### config.mk
export PLATFORM = sky130hd
export DESIGN_NAME = dw5_cfu_sched
export DESIGN_NICKNAME = d
export VERILOG_FILES = /design/src/rtl/dw5_cfu_pkg.sv /design/src/rtl/dw5_mac4.sv /design/src/rtl/dw5_cfu_sched.sv
export SDC_FILE = /design/constraint.sdc
export NUM_CORES = 2
export LEC_CHECK = 0
export CAP_MARGIN = 20
export CORE_MARGIN = 1.5
export CORE_UTILIZATION = 45
export DETAILED_ROUTE_END_ITERATION = 10
export PLACE_DENSITY = 0.65
export SYNTH_ARGS = -nofsm -noshare
export SYNTH_HDL_FRONTEND = slang
export SYNTH_SLANG_ARGS = --single-unit
### constraint.sdc
create_clock -name clk -period 19.9 [get_ports clk]
set_input_delay 5.97 -clock clk [delete_from_list [all_inputs] [get_ports clk]]
set_output_delay 5.97 -clock clk [all_outputs]
set_load 0.03 [all_outputs]
### src/rtl/dw5_cfu_pkg.sv
// Shared constants and types for the depthwise-5x5 CFU sequencer.
package dw5_cfu_pkg;

  localparam int BYTE_SIZE  = 8;
  localparam int INT32_SIZE = 32;
  localparam int NUM_TAPS   = 25;
  localparam int LANES      = 4;

  // Custom-instruction command codes
  localparam logic [6:0] CMD_CLEAR      = 7'd0;
  localparam logic [6:0] CMD_LOAD_FILT  = 7'd1;
  localparam logic [6:0] CMD_LOAD_ACT   = 7'd2;
  localparam logic [6:0] CMD_SET_OFFSET = 7'd3;
  localparam logic [6:0] CMD_START      = 7'd4;
  localparam logic [6:0] CMD_READ_ACC   = 7'd5;

  // Result codes returned through ret
  localparam logic [31:0] RET_OK        = 32'h0000_0000;
  localparam logic [31:0] RET_BAD_INDEX = 32'h0000_0001;
  localparam logic [31:0] RET_ERROR     = 32'hFFFF_FFFF;
  localparam logic [31:0] RET_DONE      = 32'(NUM_TAPS);

  // Sequencer states
  typedef enum logic [1:0] {
    IDLE = 2'd0,
    RUN  = 2'd1,
    DONE = 2'd2
  } state_t;

  // Extract int8 lane c from a packed 32-bit word
  function automatic logic [7:0] lane_byte(input logic [31:0] word, input int c);
    return word[8*c +: 8];
  endfunction

endpackage

### src/rtl/dw5_mac4.sv
// Four-lane combinational multiplier: (sext(act) + offset) * sext(filt),
// each product sign-extended to 32 bits for the accumulators.
module dw5_mac4
  import dw5_cfu_pkg::*;
(
  input  logic [31:0]          act_word,
  input  logic [31:0]          filt_word,
  input  logic [8:0]           offset,
  output logic [LANES*32-1:0]  prod
);

  genvar gi;
  generate
    for (gi = 0; gi < LANES; gi++) begin : g_lane
      logic        [7:0]  act_b;
      logic        [7:0]  filt_b;
      logic signed [9:0]  sum_s;
      logic signed [7:0]  filt_s;
      logic signed [17:0] prod_s;

      assign act_b  = lane_byte(act_word, gi);
      assign filt_b = lane_byte(filt_word, gi);

      // 10 bits hold the full range of int8 + signed 9-bit offset
      assign sum_s  = $signed({{2{act_b[7]}}, act_b}) + $signed({offset[8], offset});
      assign filt_s = $signed(filt_b);
      assign prod_s = sum_s * filt_s;

      assign prod[32*gi +: 32] = {{14{prod_s[17]}}, prod_s};
    end
  endgenerate

endmodule

### src/rtl/dw5_cfu_sched.sv
// Command sequencer for the depthwise-5x5 CFU: decodes custom instructions,
// fills the tap buffers and steps the 4-lane MAC through all 25 taps.
module dw5_cfu_sched #(
  parameter int BYTE_SIZE  = 8,
  parameter int INT32_SIZE = 32,
  parameter int NUM_TAPS   = 25,
  parameter int LANES      = 4
) (
  input  logic                  clk,
  input  logic                  reset,
  input  logic                  en,
  input  logic [6:0]            cmd,
  input  logic [INT32_SIZE-1:0] inp0,
  input  logic [INT32_SIZE-1:0] inp1,
  output logic [INT32_SIZE-1:0] ret,
  output logic                  output_buffer_valid
);

  import dw5_cfu_pkg::*;

  // Tap buffers: one write port each, read by the running tap index
  logic [31:0] filt_mem [NUM_TAPS];
  logic [31:0] act_mem  [NUM_TAPS];

  state_t      state_reg;
  logic [4:0]  tap_reg;
  logic [8:0]  offset_reg;
  logic [31:0] acc_reg [LANES];
  logic [31:0] ret_reg;
  logic        valid_reg;

  logic        cmd_fire;
  logic [4:0]  tap_idx;
  logic        idx_ok;
  logic [LANES*32-1:0] prod;

  // Upper operand bits carry no meaning for any command
  logic unused_inp0;
  assign unused_inp0 = ^inp0[31:5];

  // A command is accepted only while idle and the result port is valid
  assign cmd_fire = en && valid_reg && (state_reg == IDLE);
  assign tap_idx  = inp0[4:0];
  assign idx_ok   = (tap_idx < 5'(NUM_TAPS));

  dw5_mac4 u_mac4 (
    .act_word  (act_mem[tap_reg]),
    .filt_word (filt_mem[tap_reg]),
    .offset    (offset_reg),
    .prod      (prod)
  );

  // Buffer writes; contents survive reset and START by design
  always_ff @(posedge clk) begin
    if (!reset && cmd_fire && idx_ok) begin
      if (cmd == CMD_LOAD_FILT) filt_mem[tap_idx] <= inp1;
      if (cmd == CMD_LOAD_ACT)  act_mem[tap_idx]  <= inp1;
    end
  end

  // Command decode, tap sequencing and accumulation
  always_ff @(posedge clk) begin
    if (reset) begin
      state_reg  <= IDLE;
      tap_reg    <= 5'd0;
      offset_reg <= 9'd0;
      ret_reg    <= RET_OK;
      valid_reg  <= 1'b1;
      for (int c = 0; c < LANES; c++) acc_reg[c] <= 32'd0;
    end else begin
      case (state_reg)
        IDLE: begin
          if (cmd_fire) begin
            case (cmd)
              CMD_CLEAR: begin
                for (int c = 0; c < LANES; c++) acc_reg[c] <= 32'd0;
                ret_reg <= RET_OK;
              end
              CMD_LOAD_FILT, CMD_LOAD_ACT: begin
                ret_reg <= idx_ok ? RET_OK : RET_BAD_INDEX;
              end
              CMD_SET_OFFSET: begin
                offset_reg <= inp1[8:0];
                ret_reg    <= RET_OK;
              end
              CMD_START: begin
                // ret deliberately keeps its pre-START value while busy
                state_reg <= RUN;
                tap_reg   <= 5'd0;
                valid_reg <= 1'b0;
              end
              CMD_READ_ACC: begin
                ret_reg <= acc_reg[inp0[1:0]];
              end
              default: begin
                ret_reg <= RET_ERROR;
              end
            endcase
          end
        end
        RUN: begin
          for (int c = 0; c < LANES; c++) acc_reg[c] <= acc_reg[c] + prod[32*c +: 32];
          if (tap_reg == 5'(NUM_TAPS - 1)) begin
            state_reg <= DONE;
            tap_reg   <= 5'd0;
          end else begin
            tap_reg <= tap_reg + 5'd1;
          end
        end
        DONE: begin
          ret_reg   <= RET_DONE;
          valid_reg <= 1'b1;
          state_reg <= IDLE;
        end
        default: begin
          state_reg <= IDLE;
          valid_reg <= 1'b1;
        end
      endcase
    end
  end

  assign ret                 = ret_reg;
  assign output_buffer_valid = valid_reg;

endmodule
==> impl_metrics.ini <==
[yosys]
synth_area_um2 = 87400
yosysTopAreaCellShare_pct = 58.3
synth_enable_flop_cells = 1696
async_flop_share_pct = 0
ys_types = 72
yosys-top-cells-area = edfxtp_1 58%, mux4_2 12%, fa_1 6.2%, ha_1 4.4%, inv_1 2.1%
synthTopCellsByCount = 1696 x edfxtp_1, 484 x inv_1, 450 x mux4_2
synth-seq-cells = 1782
avgSynthCellArea_um2 = 15.5
synthCells = 5653
yosys_warnings = 0
synthFlopType = edfxtp_1
synth_seq_area_share_pct = 60.2
yosysMostFrequentCell = edfxtp_1
synth_largest_area_cell = edfxtp_1
syn-num-nets = 6300

[pwr]
p_total_w = 0.00815
p_per_area_nw_per_um2 = 83.5
peakVddDrop_mv = 0.0825
p_leak_nw = 33.8

[worst_setup_path]
critical_path_arrival_ns = 13.15
timing.rr.end = acc_reg[3][28]
max_stage_delay_ns = 0.84
crit_fanout = 94
cp.required_ns = 20.43
crit_type = reg2reg
cp_common_cell = a21oi_1
end_kind = register
r2r_cells = 39
cp_slowest_cell = a2111oi_0
start_kind = register
regToRegSetupSlack_ns = 7.28

[placement]
gp_congestion = 0.853
dp_hpwl_mm = 127
io_buffers = 79

[clocking]
numCtsBuffers = 178
clkTransAtPathRegs_ns = 0.06
holdBufCountCts = 0
cts_sinks = 1782
cts_buffer_depth = 3
ctsResizeCount = 0
post_cts_buffers = 0
insertion_delay_ns = 0.83
clockRootBuffer = clkbuf_16
cts_tree = built
ctsHtreeMaxLevel = 4

[min_path]
hp-class = reg2reg
min_path_cells = 2
worstHoldEndpoint = ret[0]
min_from = ret[0]

[sta]
finalClockSkew_ns = 0.0627
holdWs_ns = 0.497
hold_violations = 0
period_needed_ns = 12.62
clock.fmax_mhz = 79.2
min_period_over_period_pct = 63.4
worst_pin_slew_ns = 1.11
drv_slew = 0
setup_tns_ns = 0
rsz0062_at_grt = no
setup_viol = 0
relSlewSlack_pct = 26.1

[global_route]
gr-total-overflow = 0
grtUsageTotal_pct = 21.2
first_global_vias = 49400
grt_max_degree = 119
antenna_found_initial = 9
grt_pass1_wl_mm = 313

[die]
pin_count = 107
initial_core_util_pct = 45.3
coreArea_um2 = 193000
rows = 161
dieArea_um2 = 197000
die_y_um = 444
die_w_um = 444

[drt]
ant_nets = 0
vias = 48400
wl_per_cell_um = 24.6
avgViaCountPerCell = 5.69
routed_wl_mm = 209
drt-pass1-iter-count = 7
drtIter0Drc = 4134
post-route-drc-count = 0

[final_layout]
fin_nets = 6478
postLayoutCoreUtil_pct = 50.6
n_fill_cell = 15800
area_growth_pct = 11.6
drive_above_1_share_pct = 17.1

[outcome]
outcome = finished, final reports clean

[job]
max-cap-violations = 0
==> worst max path at each step <==
stage / start / depth (start not counted) / end / slack, ns
after global placement: register / 36 / acc_reg[3][28] / 7.35
after floorplan: register / 43 / acc_reg[0][31] / 8.55
final: register / 39 / acc_reg[3][28] / 7.28
after detailed placement: register / 36 / acc_reg[3][28] / 7.15
after global routing: register / 44 / acc_reg[1][24] / 6.19
after CTS: register / 36 / acc_reg[3][28] / 7.15
==> power by group <==
| part | internal, W | switching [W] | total [W] |
|---|---|---|---|
| clock network | 0.00179 | 0.00144 | 0.00323 |
| logic | 0.000318 | 0.000474 | 0.000792 |
| registers | 0.00411 | 0.0000117 | 0.00412 |
| total | 0.00622 | 0.00193 | 0.00815 |
==> cells in the final DEF, fill, tap and decap left out, types with 38 or more instances in the layout <==
cell type	netlist	routed
nor2_1	411	361
xnor2_1	123	123
nand2_1	322	321
nand3_1	39	39
a211oi_1	44	43
o21ai_0	144	144
xor2_1	81	81
buf_4	1	123
o21bai_1	58	57
fa_1	269	269
a21oi_1	221	215
nand2b_1	51	51
mux2_2	70	70
or2_2	41	41
clkinv_1	0	38
a21o_1	64	64
mux4_2	450	450
dfxtp_1	86	81
clkdlybuf4s50_1	0	67
clkbuf_16	0	182
nor2b_1	120	119
inv_1	484	484
clkbuf_1	138	39
ha_1	304	304
edfxtp_1	1696	1696
nor2_4	0	48
==> metal layers <==
layer,up-vias,wire (um),track usage (%)
met1,25000,87700,28.8
met5,-,13,0
met4,2,6500,6.68
li1,21500,-,-
met2,1531,101000,35.1
met3,312,13800,3.51
==> cell type report <==
class                      count  area, um^2  share of cell area [%]
sequential                  1782       52700                    54.0
multi-input combinational   3175       32500                    33.3
clock buffer                 223        4730                    4.85
tap                         2526        3160                    3.24
inverter                     485        1820                    1.87
timing repair buffer         209        1790                    1.84
clock inverter                98         871                   0.893
antenna                        1        2.50                 0.00257
==> worst max-delay path: cells and delay by family (launching register included) <==
kind / cells / cell delay, ns
XOR/XNOR: 1 / 0.17
buffers and inverters: 6 / 1.77
flip-flops: 1 / 0.70
AND/OR/NAND/NOR: 4 / 1.09
AO/OA/AOI/OAI: 20 / 4.98
adder cells (fa/ha/maj): 7 / 2.96
multiplexers: 1 / 0.59
==> through the flow <==
| stage | cell area, um^2 | instances | setup slack [ns] |
|---|---|---|---|
| 2_1_floorplan | 87400 | 5653 | 8.55 |
| 3_5_place_dp | 91900 | 8176 | 7.15 |
| 3_3_place_gp | 91900 | 8174 | 7.35 |
| 5_1_grt | 97500 | 8499 | 6.19 |
| 6_report | 97500 | 8499 | 7.28 |
| 4_1_cts | 97500 | 8497 | 7.15 |
==> kinds of logic (layout without fill, tap and decap cells) <==
group           count (synthesis)  in the layout  share of synthesized area [%]
flops                        1782           1782                           60.2
simple gates                 1125           1125                           5.90
compound gates                713            713                           5.20
buf+inv                       696           1015                           3.07
fa+ha+maj                     573            573                           10.5
mux                           555            555                           12.9
xor+xnor                      209            209                           2.17
other cells                     0              1                              0
No activity file was read; power rests on OpenSTA's default activity.
